===== src/rtl/ending_scan_ctrl.sv =====
// ending_scan_ctrl: VGA scan generator for the ending screen.
// Produces the line and frame counters and a 3-stage pixel pipeline, which
// gives window coordinates to the image fetch stage and takes its pixels back.
// A request FSM makes sure a new ending selection only takes effect at frame start.
// Optional build macro: ENDING_FADE_EN adds a per-frame fade-in of window pixels.
module ending_scan_ctrl #(
    parameter int          H_ACTIVE = 640,
    parameter int          H_FP     = 16,
    parameter int          H_SYNC   = 96,
    parameter int          H_BP     = 48,
    parameter int          V_ACTIVE = 480,
    parameter int          V_FP     = 10,
    parameter int          V_SYNC   = 2,
    parameter int          V_BP     = 33,
    parameter int          WIN_X0   = 152,
    parameter int          WIN_Y0   = 191,
    parameter logic [23:0] BG_COLOR = 24'h000000
) (
    input  logic        vga_clk,
    input  logic        reset,
    input  logic        end_req,
    input  logic        end_kind,
    output logic        end_ack,
    output logic [8:0]  x_pos,
    output logic [6:0]  y_pos,
    output logic        ending_type,
    input  logic [23:0] pixel_in,
    output logic [23:0] vga_rgb,
    output logic        vga_hs,
    output logic        vga_vs,
    output logic        vga_blank_n
);

    localparam int H_TOTAL = H_ACTIVE + H_FP + H_SYNC + H_BP;
    localparam int V_TOTAL = V_ACTIVE + V_FP + V_SYNC + V_BP;
    localparam int WIN_W   = 336;
    localparam int WIN_H   = 98;
    localparam int HW      = $clog2(H_TOTAL);
    localparam int VW      = $clog2(V_TOTAL);

    localparam logic [HW-1:0] H_LAST    = HW'(H_TOTAL - 1);
    localparam logic [HW-1:0] H_ACT_END = HW'(H_ACTIVE);
    localparam logic [HW-1:0] HS_BEGIN  = HW'(H_ACTIVE + H_FP);
    localparam logic [HW-1:0] HS_END    = HW'(H_ACTIVE + H_FP + H_SYNC - 1);
    localparam logic [HW-1:0] WX_BEGIN  = HW'(WIN_X0);
    localparam logic [HW-1:0] WX_END    = HW'(WIN_X0 + WIN_W - 1);
    localparam logic [VW-1:0] V_LAST    = VW'(V_TOTAL - 1);
    localparam logic [VW-1:0] V_ACT_END = VW'(V_ACTIVE);
    localparam logic [VW-1:0] VS_BEGIN  = VW'(V_ACTIVE + V_FP);
    localparam logic [VW-1:0] VS_END    = VW'(V_ACTIVE + V_FP + V_SYNC - 1);
    localparam logic [VW-1:0] WY_BEGIN  = VW'(WIN_Y0);
    localparam logic [VW-1:0] WY_END    = VW'(WIN_Y0 + WIN_H - 1);

    typedef enum logic {
        IDLE,
        PENDING
    } req_state_t;

    logic [HW-1:0] h_cnt;
    logic [VW-1:0] v_cnt;
    logic          frame_start;

    logic          in_win_c;
    logic          active_c;
    logic          hsync_c;
    logic          vsync_c;
    logic [8:0]    x_next;
    logic [6:0]    y_next;

    logic          win_s1, act_s1, hsy_s1, vsy_s1;
    logic          win_s2, act_s2, hsy_s2, vsy_s2;
    logic [23:0]   win_pixel;

    req_state_t    state, state_next;
    logic          kind_q, kind_next;
    logic          take;
    logic          type_next;

    // Free-running line/frame counters; reset parks them at frame start.
    always_ff @(posedge vga_clk) begin
        if (reset) begin
            h_cnt <= '0;
            v_cnt <= '0;
        end else if (h_cnt == H_LAST) begin
            h_cnt <= '0;
            v_cnt <= (v_cnt == V_LAST) ? '0 : v_cnt + 1'b1;
        end else begin
            h_cnt <= h_cnt + 1'b1;
        end
    end

    assign frame_start = (h_cnt == '0) && (v_cnt == '0);

    // Decode window, active area and sync regions from the raw counters.
    always_comb begin
        in_win_c = (h_cnt >= WX_BEGIN) && (h_cnt <= WX_END) &&
                   (v_cnt >= WY_BEGIN) && (v_cnt <= WY_END);
        active_c = (h_cnt < H_ACT_END) && (v_cnt < V_ACT_END);
        hsync_c  = (h_cnt >= HS_BEGIN) && (h_cnt <= HS_END);
        vsync_c  = (v_cnt >= VS_BEGIN) && (v_cnt <= VS_END);
        x_next   = 9'(h_cnt - WX_BEGIN);
        y_next   = 7'(v_cnt - WY_BEGIN);
    end

    // Stage 1: window-relative coordinates go out to the fetch stage.
    always_ff @(posedge vga_clk) begin
        if (reset) begin
            x_pos  <= '0;
            y_pos  <= '0;
            win_s1 <= 1'b0;
            act_s1 <= 1'b0;
            hsy_s1 <= 1'b0;
            vsy_s1 <= 1'b0;
        end else begin
            x_pos  <= in_win_c ? x_next : '0;
            y_pos  <= in_win_c ? y_next : '0;
            win_s1 <= in_win_c;
            act_s1 <= active_c;
            hsy_s1 <= hsync_c;
            vsy_s1 <= vsync_c;
        end
    end

    // Stage 2: flags wait while the fetch stage looks up the pixel.
    always_ff @(posedge vga_clk) begin
        if (reset) begin
            win_s2 <= 1'b0;
            act_s2 <= 1'b0;
            hsy_s2 <= 1'b0;
            vsy_s2 <= 1'b0;
        end else begin
            win_s2 <= win_s1;
            act_s2 <= act_s1;
            hsy_s2 <= hsy_s1;
            vsy_s2 <= vsy_s1;
        end
    end

`ifdef ENDING_FADE_EN
    logic [5:0] fade;

    function automatic logic [7:0] scale_chan(input logic [7:0] c, input logic [5:0] f);
        logic [6:0] mult;
        mult = {1'b0, f} + 7'd1;
        return 8'(({6'd0, c} * {7'd0, mult}) >> 6);
    endfunction

    // Fade level restarts with each new ending and climbs once per frame.
    always_ff @(posedge vga_clk) begin
        if (reset) begin
            fade <= '0;
        end else if (take) begin
            fade <= '0;
        end else if (frame_start && (fade != 6'd63)) begin
            fade <= fade + 6'd1;
        end
    end

    // Scale each colour channel of the fetched pixel by the fade level.
    always_comb begin
        win_pixel = {scale_chan(pixel_in[23:16], fade),
                     scale_chan(pixel_in[15:8],  fade),
                     scale_chan(pixel_in[7:0],   fade)};
    end
`else
    assign win_pixel = pixel_in;
`endif

    // Stage 3: final colour mux and active-low syncs, registered to the pins.
    always_ff @(posedge vga_clk) begin
        if (reset) begin
            vga_rgb     <= 24'h0;
            vga_hs      <= 1'b1;
            vga_vs      <= 1'b1;
            vga_blank_n <= 1'b0;
        end else begin
            vga_rgb     <= act_s2 ? (win_s2 ? win_pixel : BG_COLOR) : 24'h0;
            vga_hs      <= ~hsy_s2;
            vga_vs      <= ~vsy_s2;
            vga_blank_n <= act_s2;
        end
    end

    // Request FSM state, latched kind and the frame-stable ending outputs.
    always_ff @(posedge vga_clk) begin
        if (reset) begin
            state       <= IDLE;
            kind_q      <= 1'b0;
            end_ack     <= 1'b0;
            ending_type <= 1'b0;
        end else begin
            state       <= state_next;
            kind_q      <= kind_next;
            end_ack     <= take;
            ending_type <= type_next;
        end
    end

    // Latch requests and apply them only at frame start; a request arriving
    // exactly at frame start wins over any older pending one.
    always_comb begin
        state_next = state;
        kind_next  = kind_q;
        take       = 1'b0;
        type_next  = ending_type;
        if (frame_start) begin
            if (end_req) begin
                take       = 1'b1;
                type_next  = end_kind;
                state_next = IDLE;
            end else if (state == PENDING) begin
                take       = 1'b1;
                type_next  = kind_q;
                state_next = IDLE;
            end
        end else if (end_req) begin
            state_next = PENDING;
            kind_next  = end_kind;
        end
    end

endmodule

===== config.mk =====
export PLATFORM = sky130hd
export DESIGN_NAME = ending_scan_ctrl
export DESIGN_NICKNAME = d
export VERILOG_FILES = /design/src/rtl/ending_scan_ctrl.sv
export SDC_FILE = /design/constraint.sdc
export NUM_CORES = 1
export LEC_CHECK = 0
export CORE_MARGIN = 3
export CORE_UTILIZATION = 50
export CTS_BUF_LIST = sky130_fd_sc_hd__clkbuf_2 sky130_fd_sc_hd__clkbuf_4 sky130_fd_sc_hd__clkbuf_8
export DETAILED_ROUTE_END_ITERATION = 8
export GPL_ROUTABILITY_DRIVEN = 0
export HOLD_SLACK_MARGIN = 0.1
export PLACE_DENSITY = 0.78
export SYNTH_ARGS = -nofsm -noshare
export SYNTH_HDL_FRONTEND = slang
export SYNTH_SLANG_ARGS = --single-unit

===== constraint.sdc =====
create_clock -name vga_clk -period 2.5 [get_ports vga_clk]
set_input_delay 0.375 -clock vga_clk [delete_from_list [all_inputs] [get_ports vga_clk]]
set_output_delay 0.375 -clock vga_clk [all_outputs]
set_load 0.005 [all_outputs]

After elaboration in Yosys (flattened, before gate mapping)

Index checks and enable logic that the tools add are counted.

$add $sub $neg: 4
Multipliers: 0
Divide/modulo/power cells: 0
Order comparisons: 10
Equal/unequal tests: 2
Shift operators: 0
Mux-type cells: 5
Bitwise operators: 6
Reductions and logical operators: 17

Operator list:

| cell                                                            | number |
|---|---|
| less-or-equal comparator 10 x 9 -> 1 bit, second input constant | 3 |
| adder 10 x 1 -> 10 bit, second input constant                   | 2 |
| equality test 10 bit, second input constant                     | 2 |
| >= comparator 10 x 8 -> 1 bit, second input constant            | 2 |
| zero test 10 bit                                                | 2 |
| >= comparator 10 bit, second input constant                     | 1 |
| >= comparator 10 x 9 -> 1 bit, second input constant            | 1 |
| less-or-equal comparator 10 bit, second input constant          | 1 |
| less-than comparator 10 bit, second input constant              | 1 |
| less-than comparator 10 x 9 -> 1 bit, second input constant     | 1 |
| two-way mux 10 bit                                              | 1 |
| subtractor 9 x 8 -> 9 bit, second input constant                | 1 |
| OR reduction 2 bit                                              | 4 |
| logical AND 1 bit                                               | 7 |
| subtractor 7 x 6 -> 7 bit, second input constant                | 1 |
| inverter 1 bit                                                  | 6 |
| two-way mux 1 bit                                               | 4 |
| AND reduction 2 bit                                             | 2 |
| OR reduction 3 bit                                              | 1 |
| nonzero test 2 bit                                              | 1 |

Register bits: 75
Latch bits: 0
Bits in writable memories: 0
Bits in read-only memories: 0
Input port bits: 28
Output and inout bits: 45
Word-level logic and storage cells: 64
Memories: 0

Logic depth before layout (Yosys ltp)

Gate-level depths: netlist of run 1.

Depth in word-level cells: 6
Gate-level depth with buffers: 7
Depth with buffers taken out: 6

Least setup slack after synthesis of run 1

Ideal clock, no wire load.

Path kind: register to register
Start: register v_cnt[0]
End: register ending_type
Setup time: 72 ps
Data arrival time: 1,915 ps
Required time: 2,428 ps
Path slack: 514 ps
Cell stages (with the launch flop): 7
Buffers on the path: 0
Period minus slack after synthesis: 1,986 ps
Cell sequence: dfxtp_1 inv_1 ha_1 or4b_1 or4_4 nor3_1 mux2i_1

Longest elaborated chain between the ends: 3

RTL lines:

| item                                 | line | RTL |
|---|---|---|
| from (decl)                          | 60   | `logic [VW-1:0] v_cnt;` |
| from (signal assigned)               | 86   | `v_cnt <= (v_cnt == V_LAST) ? '0 : v_cnt + 1'b1;` |
| zero test 10 bit                     | 92   | `assign frame_start = (h_cnt == '0) && (v_cnt == '0);` |
| logical AND 1 bit                    | 92   |  |
| AND reduction 2 bit (no source line) | n/a  |  |
| to (signal assigned)                 | 195  | `ending_type <= type_next;` |
| to (decl)                            | 26   | `output logic ending_type,` |

No other way between the ends.
A chain may end at the register's enable or synchronous reset.

Worst setup path in the final report of run 1

Start: register v_cnt[1]
End: register ending_type

The elaborated chain is that of the path after synthesis.

==> results of run 1 <==
[flip-flops by register name, summed over array words and instances, names as in the netlist, 7 cells and up]
name	cells
x_pos	9
vga_rgb	24
h_cnt	10
v_cnt	10
y_pos	7
[how the worst max path moves through the flow]
stage,startpoint,end,slack (ns),depth (start not counted)
finish,v_cnt[1]$_SDFFE_PP0P_,ending_type$_SDFFE_PP0P_,0.28,6
global route,h_cnt[0]$_SDFF_PP0_,v_cnt[6]$_SDFFE_PP0P_,0.13,5
floorplan,v_cnt[0]$_SDFFE_PP0P_,ending_type$_SDFFE_PP0P_,0.51,6
global placement,h_cnt[0]$_SDFF_PP0_,v_cnt[5]$_SDFFE_PP0P_,0.29,5
detailed placement,h_cnt[0]$_SDFF_PP0_,v_cnt[5]$_SDFFE_PP0P_,0.25,5
CTS,h_cnt[0]$_SDFF_PP0_,v_cnt[4]$_SDFFE_PP0P_,0.17,5
[cells in the mapped netlist, types with 2 or more instances]
cell type  number
buf_2           5
nand2b_1        3
and3_1         26
nor4_1          3
inv_1          10
nor2_1         16
o32ai_1         5
nor3b_1         3
or2_2           4
or4_4           2
or4b_1          3
nor2b_1         6
mux2i_1         2
ha_1            5
nand4_1         5
xnor2_1         7
buf_6           2
xor2_1          5
o311ai_0        2
nor3_2          2
dfxtp_1        75
or3_1           9
nor3_1         15
nand3_1         9
o21a_1          3
a211oi_1        2
a21oi_1         8
o21ai_0         5
nand2_1        19
or4_1           3
clkbuf_1       13
[worst register-to-register path, cell delays in order, from the launching register on]
cell and delay (ns):
dfxtp_1 0.35, inv_1 0.14, ha_1 0.22, or4b_1 0.48, or4_4 0.54, nor3_1 0.21, mux2i_1 0.20
[what timing repair did]
action,4_1_cts,5_1_grt
hold buffers,0,0
hold endpoints to repair,0,0
setup endpoints to repair,0,2
gates resized for setup,0,2
[stage by stage]
step / total power, mW / hold slack (ns) / area [um2] / std cells
CTS: 2.215 / 0.3684 / 3827 / 440
floorplan: 1.300 / 0.3434 / 2860 / 293
global route: 2.277 / 0.3696 / 3839 / 440
detailed placement: 1.364 / 0.3526 / 3640 / 425
global placement: 1.361 / 0.3466 / 3640 / 425
finish: 2.198 / 0.3680 / 3839 / 440
[cell type report]
cell class,instances,share of cell area (%)
Inverter,10,0.9778
Timing Repair Buffer,83,20.93
Clock buffer,14,4.694
Sequential cell,75,39.11
Clock inverter,1,0.1956
Tap cell,70,2.282
Multi-Input combinational cell,187,31.81
[metal layers]
layer,up-vias,GRT usage (%),routed length [um]
met3,10,5.592,598
met1,1076,25.74,2832
li1,1183,-,-
met2,101,31.84,2946
met4,0,10.96,95
met5,-,0,0
[power breakdown]
| part | internal [mW] | total, mW | switching [mW] | leakage, nW |
|---|---|---|---|---|
| sequential | 1.21 | 1.22 | 0.0113 | 0.606 |
| clock | 0.459 | 0.860 | 0.401 | 0.0956 |
| combinational | 0.0742 | 0.119 | 0.0447 | 0.797 |
[cell families after synthesis]
| kind of cell | count (synthesis) |
|---|---|
| and+or+nand+nor | 130 |
| DFF | 75 |
| adders and majority gates | 5 |
| buffers and inverters | 31 |
| AOI/OAI and AO/OA | 37 |
| muxes | 3 |
| xor gates and xnor gates | 12 |
==> qor.yml, run 1 <==
run_status:
  status: "finished clean"
timing:
  hold_viol: 0
  slew_headroom_pct: 21.81
  tns_ns: 0
  slew_viol_final: 0
  rsz0062_at_grt: "false"
  min_period_ns: 2.217
  min_period_over_period_pct: 88.68
  finalSetupViolations: 0
  max_freq_mhz: 451.1
  setup_ws_ns: 0.2831
  tightest_slew_ns: 1.170
  finClkSkew_ns: 0.01057
yosys:
  synth_warnings: 0
  yosys.area_share.simple_pct: 25.68
  synth_area_per_cell_um2: 9.762
  yosys-top-cells-area: "dfxtp_1 52%, and3_1 5.7%, nor3_1 2.6%, nand2_1 2.5%, ha_1 2.2%"
  synthAdderAreaFrac_pct: 2.187
  synth_top_area_share_pct: 52.49
  synthCells: 293
  synth-seq-cells: 75
  synth_nets: 326
  synth_compound_area_share_pct: 9.668
  synthMuxAreaShare_pct: 1.094
  synth-main-ff-cell: "dfxtp_1"
  yosysTopAreaCell: "dfxtp_1"
  yosysUniqueCellTypes: 47
  synthXorXnorAreaFrac_pct: 3.675
  synth_edf_count: 0
  async_flop_share_pct: 0
  synth_top_family_by_area: "simple AND/OR/NAND/NOR gates"
  ys_seq_area_share_pct: 52.49
  netlist_area_um2: 2860
routing:
  vias_per_cell: 5.386
  first_pass_iters: 4
  wire_per_inst_um: 14.71
  route.detailed.drc: 0
  drtIter0Drc: 103
  routed_wl_um: 6473
  drtAntennaViolNets: 0
  vias: 2370
finish:
  final_core_util_pct: 72.39
  nNetsFinal: 399
  final_cell_mix: "75 x dfxtp_1, 72 x clkdlybuf4s50_1, 26 x and3_1"
  fillers: 385
  drive_gt1_share_pct: 11.35
  multi_input_area_um2: 1221
  final_common_cell: "dfxtp_1"
  area_delta_synth_final_pct: 34.21
  regArea_um2: 1501
  antenna_cells: 0
floorplanning:
  dieArea_um2: 6664
  die_w_um: 81.64
  fp.coreArea_um2: 5303
  row_count: 26
  start_util_pct: 53.94
  dieHeight_um: 81.64
  io_pins: 73
setup_path:
  cp_max_fo: 4
  rr_worst_depth: 6
  crit_path_cell_trace: "inv_1 > ha_1 > or4b_1 > or4_4 > nor3_1 > mux2i_1"
  end_kind: "flop"
  cp_slowest_stage_delay_ns: 0.54
  rrSetupSlack_ns: 0.28
  cp_top_family: "simple AND/OR/NAND/NOR gates"
  critPathBufInv: 1
  start_kind: "flop"
  criticalPathCategory: "flop to flop"
  r2r_end: "ending_type$_SDFFE_PP0P_"
  cp.required_ns: 2.77
  timing.rr.start: "v_cnt[1]$_SDFFE_PP0P_"
  worst_ep_arrival_time_ns: 2.48
  slowest_stage: "or4_4"
global_route:
  grt_pass1_vias: 2207
  grt_pass1_wl_um: 10340
  grt_overflow: 0
  antenna_found_initial: 0
  grtUsageTotal_pct: 20.44
  grt_max_degree: 26
worst_hold_path:
  whs_path_depth: 1
  hp-start: "vsy_s2$_SDFF_PP0_"
  hold_class: "flop to flop"
  hold_path_end: "vga_vs$_SDFF_PP1_"
placed_design:
  place_ws_ns: 0.2478
  io_buffers: 72
  dp_hpwl_um: 4576
clocking:
  postCtsSetupRepairBufs: 0
  cts-root-buf: "clkbuf_8"
  clkTransAtPathRegs_ns: 0.07
  clock_latency_ns: 0.34
  numCtsBuffers: 9
  ctsLongestPathBuffers: 2
  clkSinkCount: 75
  htreeDepth: 3
  cts_tree: "done"
pwr:
  peakVddDrop_uv: 382.9
  power_density_nw_per_um2: 572.5
  power.leakage_nw: 1.499
flow_run:
  cap_violations: 0
Note: power is estimated with default switching activity, not from simulation.
==> run 2: changes to the inputs <==
--- a/config.mk
+++ b/config.mk
@@ -5,7 +5,7 @@
 export SDC_FILE = /design/constraint.sdc
 export NUM_CORES = 1
 export LEC_CHECK = 0
-export CORE_MARGIN = 3
+export CORE_MARGIN = 2
 export CORE_UTILIZATION = 50
 export CTS_BUF_LIST = sky130_fd_sc_hd__clkbuf_2 sky130_fd_sc_hd__clkbuf_4 sky130_fd_sc_hd__clkbuf_8
 export DETAILED_ROUTE_END_ITERATION = 8
==> qor.yml, run 2 (synthesized netlist as in run 1, its figures left out) <==
run_status:
  status: "finished clean"
routing:
  routed_wl_um: 6395  # -1.2%
  route.detailed.drc: 0  # unchanged
  first_pass_iters: 4  # unchanged
  drtIter0Drc: 119  # +16%
  vias_per_cell: 5.470  # +1.5%
  wire_per_inst_um: 14.44  # -1.9%
  vias: 2423  # +2.2%
  drtAntennaViolNets: 0  # unchanged
floorplanning:
  die_w_um: 79.64  # -2.4%
  fp.coreArea_um2: 5507  # +3.8%
  dieHeight_um: 79.64  # -2.4%
  start_util_pct: 51.94  # -2.0 points
  dieArea_um2: 6342  # -4.8%
  io_pins: 73  # unchanged
  row_count: 27  # +3.8%
pwr:
  peakVddDrop_uv: 461.9  # +21%
  power_density_nw_per_um2: 634.7  # +11%
  total_power_mw: 2.470  # +12%
  power.leakage_nw: 1.520  # +1.5%
setup_path:
  criticalPathCategory: "flop to flop"
  worst_ep_arrival_time_ns: 2.46  # -0.02 ns
  crit_path_cell_trace: "ha_1 > nand4_1 > or4_1 > or3_1 > a31oi_1"
  end_kind: "flop"
  cp_top_family: "simple AND/OR/NAND/NOR gates"
  critPathBufInv: 0  # -1
  slowest_stage: "or4_1"
  worstSetupStartpoint: "h_cnt[0]$_SDFF_PP0_"
  cp_max_fo: 6  # +2
  start_kind: "flop"
  cp_slowest_stage_delay_ns: 0.68  # +0.14 ns
  cp.required_ns: 2.77  # about the same
  timing.rr.start: "h_cnt[0]$_SDFF_PP0_"
global_route:
  grt_pass1_wl_um: 10340  # unchanged
  grtUsageTotal_pct: 21.08  # +0.64 points
  grt_overflow: 0  # unchanged
  grt_pass1_vias: 2203  # -0.18%
  antenna_found_initial: 0  # unchanged
  grt_max_degree: 26  # unchanged
clocking:
  cts_resized: 0  # unchanged
  cts_tree: "done"
  clkTransAtPathRegs_ns: 0.08  # about the same
  ctsLongestPathBuffers: 2  # unchanged
  postCtsHoldBufs: 0  # unchanged
  postCtsSetupRepairBufs: 0  # unchanged
  numCtsBuffers: 9  # unchanged
  htreeDepth: 3  # unchanged
  cts-root-buf: "clkbuf_8"
  clock_latency_ns: 0.34  # about the same
  clkSinkCount: 75  # unchanged
finish:
  final_cell_area_um2: 3891  # +1.4%
  fillers: 411  # +6.8%
  multi_input_area_um2: 1210  # -0.92%
  antenna_cells: 0  # unchanged
  final_cell_mix: "75 x dfxtp_1, 72 x clkdlybuf4s50_1, 26 x and3_1"
  largest_reg_flops: 24  # unchanged
  drive_gt1_share_pct: 11.05  # -0.30 points
  top_register: "vga_rgb"
  final_common_cell: "dfxtp_1"
  final_core_util_pct: 70.67  # -1.7 points
  nNetsFinal: 399  # unchanged
  regArea_um2: 1501  # unchanged
  area_delta_synth_final_pct: 36.05
  reg_top3: "vga_rgb x24, h_cnt x10, v_cnt x10"
timing:
  slew_headroom_pct: 24.53  # +2.7 points
  rsz0062_at_grt: "false"
  tns_ns: 0  # unchanged
  hold_viol: 0  # unchanged
  slew_viol_final: 0  # unchanged
  tightest_slew_ns: 1.130  # -0.04071 ns
  setup_ws_ns: 0.3098  # +0.02675 ns
  max_freq_mhz: 456.6  # +1.2%
  finClkSkew_ns: 0.004748  # -0.005817 ns
  min_period_ns: 2.190  # -0.02675 ns
  finalSetupViolations: 0  # unchanged
  min_period_over_period_pct: 87.61  # -1.1 points
worst_hold_path:
  hp-start: "hsy_s2$_SDFF_PP0_"
  hold_class: "flop to flop"
placed_design:
  dp_hpwl_um: 4537  # -0.86%
  io_buffers: 72  # unchanged
  place_ws_ns: 0.3519  # +0.1040 ns
  place_area_um2: 3642  # about the same
flow_run:
  cap_violations: 0  # unchanged
==> run 2: cell count changes in the layout (fill, tap and decap cells not counted), sizes merged <==
| cell | delta |
|---|---|
| clkbuf | -4 |
| clkinv | +1 |
| bufinv | +3 |
| inv | +1 |
==> run 2: metrics by stage <==
stage	std cells	hold slack, ns
floorplan	293	0.3434
global placement	427	0.3461
detailed placement	427	0.3513
CTS	443	0.3760
global route	443	0.3773
finish	443	0.3716
==> run 2: path summary, 6_finish.rpt <==
path,endpoint,slack (ns),cells after the start
max reg2reg,v_cnt[6]$_SDFFE_PP0P_,0.31,5
min reg2reg,vga_hs$_SDFF_PP1_,0.37,1
max,v_cnt[6]$_SDFFE_PP0P_,0.31,5
min,vga_hs$_SDFF_PP1_,0.37,1
==> run 2: cell type report <==
type | instances | share of cell area [%]
tap | 72 | 2.315
multi-input combinational | 187 | 31.09
sequential | 75 | 38.59
clock buffer | 10 | 3.537
timing repair buffer | 83 | 20.64
clock inverter | 6 | 2.862
inverter | 10 | 0.9646
==> run 2: per-layer routing <==
| layer | up-vias | GRT usage (%) | wire [um] |
|---|---|---|---|
| met5 | - | 0 | 0 |
| met2 | 117 | 33.28 | 2895 |
| met3 | 12 | 4.864 | 625 |
| met4 | 0 | 10.86 | 123 |
| met1 | 1107 | 26.86 | 2750 |
| li1 | 1187 | - | - |
==> run 2: worst reg2reg max path: cells and delay by family, from the launching register on <==
kind                     cells  cell delay [ns]
AND/OR/NAND/NOR              3             1.32
flip-flops                   1             0.40
adder cells (fa/ha/maj)      1             0.22
AO/OA/AOI/OAI                1             0.18
==> run 2: power by group <==
group	internal (mW)	leakage, nW	switching [mW]
combinational	0.0747	0.792	0.0441
clock	0.692	0.123	0.441
sequential	1.21	0.606	0.0112
total	1.97	1.52	0.496
==> run 3: changes to the inputs <==
--- a/config.mk
+++ b/config.mk
@@ -5,12 +5,12 @@
 export SDC_FILE = /design/constraint.sdc
 export NUM_CORES = 1
 export LEC_CHECK = 0
+export CORE_ASPECT_RATIO = 1.75
 export CORE_MARGIN = 2
 export CORE_UTILIZATION = 50
 export CTS_BUF_LIST = sky130_fd_sc_hd__clkbuf_2 sky130_fd_sc_hd__clkbuf_4 sky130_fd_sc_hd__clkbuf_8
 export DETAILED_ROUTE_END_ITERATION = 8
 export GPL_ROUTABILITY_DRIVEN = 0
-export HOLD_SLACK_MARGIN = 0.1
 export PLACE_DENSITY = 0.78
 export SYNTH_ARGS = -nofsm -noshare
 export SYNTH_HDL_FRONTEND = slang
==> qor.yml, run 3 (synthesized netlist as in run 1, its figures left out) <==
routing:
  wire_per_inst_um: 14.67  # +1.6%
  route.detailed.drc: 0  # unchanged
  drtIter0Drc: 62  # -48%
  vias: 2444  # +0.87%
  vias_per_cell: 5.443  # -0.48%
  first_pass_iters: 4  # unchanged
  routed_wl_um: 6587  # +3.0%
  drtAntennaViolNets: 0  # unchanged
setup_path:
  end_kind: "flop"
  worstSetupStartpoint: "v_cnt[1]$_SDFFE_PP0P_"
  worst_ep_arrival_time_ns: 2.47  # about the same
  start_kind: "flop"
  rr_worst_depth: 6  # +1
  r2r_end: "y_pos[2]$_SDFF_PP0_"
  cp.required_ns: 2.74  # -0.03 ns
  timing.rr.start: "v_cnt[1]$_SDFFE_PP0P_"
  cp_max_fo: 17  # +11
  rrSetupSlack_ns: 0.27  # -0.04 ns
  criticalPathCategory: "flop to flop"
  endpoint: "y_pos[2]$_SDFF_PP0_"
pwr:
  p_comb_share_pct: 5.5  # +0.7 points
  p_sw_mw: 0.4908  # -1.1%
  power_density_nw_per_um2: 565.2  # -11%
  peakVddDrop_uv: 390.4  # -15%
  power.internal_mw: 1.682  # -15%
  seqPwrFrac_pct: 56.1  # +6.8 points
  switching_share_pct: 22.59  # +2.5 points
  power.leakage_nw: 1.497  # -1.5%
  p_clk_share_pct: 38.4  # -7.5 points
floorplanning:
  die_w_um: 61.18  # -23%
  row_count: 36  # +33%
  dieHeight_um: 104.1  # +31%
  fp.coreArea_um2: 5540  # +0.61%
  start_util_pct: 51.63  # -0.32 points
  dieArea_um2: 6366  # +0.38%
  io_pins: 73  # unchanged
timing:
  finClkSkew_ns: 0.007414  # +0.002665 ns
  tightest_slew_ns: 1.163  # +0.03311 ns
  tns_ns: 0  # unchanged
  max_freq_mhz: 448.4  # -1.8%
  slew_headroom_pct: 22.32  # -2.2 points
  rsz0062_at_grt: "false"
  finalSetupViolations: 0  # unchanged
  min_period_over_period_pct: 89.21  # +1.6 points
  slew_viol_final: 0  # unchanged
  hold_viol: 0  # unchanged
  hold_slack_ns: 0.3608  # -0.01081 ns
  min_period_ns: 2.230  # +0.04001 ns
global_route:
  grt_max_degree: 26  # unchanged
  grtUsageTotal_pct: 21.54  # +0.46 points
  grt_pass1_vias: 2323  # +5.4%
  grt_pass1_wl_um: 10400  # +0.60%
  grt_overflow: 0  # unchanged
  antenna_found_initial: 0  # unchanged
finish:
  largest_reg_flops: 24  # unchanged
  nNetsFinal: 401  # +0.50%
  fillers: 465  # +13%
  antenna_cells: 0  # unchanged
  final_common_cell: "dfxtp_1"
  regArea_um2: 1501  # unchanged
  final_cell_mix: "75 x dfxtp_1, 72 x clkdlybuf4s50_1, 26 x and3_1"
  reg_top3: "vga_rgb x24, h_cnt x10, v_cnt x10"
  final_core_util_pct: 69.40  # -1.3 points
  area_delta_synth_final_pct: 34.43
  drive_gt1_share_pct: 11.53  # +0.48 points
  multi_input_area_um2: 1210  # unchanged
  top_register: "vga_rgb"
clocking:
  cts_resized: 0  # unchanged
  cts-root-buf: "clkbuf_8"
  ctsLongestPathBuffers: 2  # unchanged
  clkTransAtPathRegs_ns: 0.07  # about the same
  clkSinkCount: 75  # unchanged
  cts_tree: "done"
  htreeDepth: 3  # unchanged
  postCtsSetupRepairBufs: 0  # unchanged
  numCtsBuffers: 9  # unchanged
  postCtsHoldBufs: 0  # unchanged
  clock_latency_ns: 0.34  # about the same
placed_design:
  dp_hpwl_um: 4880  # +7.6%
  io_buffers: 72  # unchanged
run_status:
  status: "finished clean"
worst_hold_path:
  hold_class: "flop to flop"
flow_run:
  cap_violations: 0  # unchanged
[run 3: critical path, stage by stage (launching register included)]
cell,delay (ns)
dfxtp_1,0.35
inv_1,0.14
ha_1,0.23
or4b_1,0.47
a2111oi_2,0.41
a21oi_2,0.22
a211oi_1,0.32
[run 3: metal layers]
metal	wire length, um	GRT usage [%]
met5	0	0
met4	246	11.49
met3	462	5.970
met2	3440	38.22
met1	2438	20.99
[run 3: final cells by class]
type / instances / share of cell area, %
well taps: 76 / 2.473
flip-flops and latches: 75 / 39.05
clock inverters: 5 / 0.9762
clock buffers: 11 / 3.775
inverters: 10 / 0.9762
multi-input cells: 187 / 31.47
repair buffers: 85 / 21.28
[run 3: metrics by stage]
step                total power, mW  setup WS [ns]  instance area [um2]  instances
floorplan                     1.300         0.5137                 2860        293
global placement              1.363         0.2819                 3662        433
detailed placement            1.366         0.2986                 3662        433
CTS                           2.199         0.2689                 3845        449
global route                  2.262         0.1525                 3845        449
finish                        2.173         0.2698                 3845        449
[run 3: worst min-delay path by stage]
stage | startpoint | slack [ns] | depth (start not counted) | end
final | hsy_s2$_SDFF_PP0_ | 0.36 | 1 | vga_hs$_SDFF_PP1_
after floorplan | hsy_s2$_SDFF_PP0_ | 0.34 | 1 | vga_hs$_SDFF_PP1_
after global routing | hsy_s2$_SDFF_PP0_ | 0.38 | 1 | vga_hs$_SDFF_PP1_
after global placement | hsy_s2$_SDFF_PP0_ | 0.35 | 1 | vga_hs$_SDFF_PP1_
after CTS | hsy_s2$_SDFF_PP0_ | 0.36 | 1 | vga_hs$_SDFF_PP1_
after detailed placement | hsy_s2$_SDFF_PP0_ | 0.35 | 1 | vga_hs$_SDFF_PP1_
[run 3: power groups by stage]
stage	registers [mW]	logic [mW]	clock network [mW]
floorplan	1.24	0.0585	0
detailed placement	1.25	0.119	0
CTS	1.22	0.120	0.861
finish	1.22	0.120	0.835
global route	1.22	0.128	0.913
global placement	1.24	0.118	0
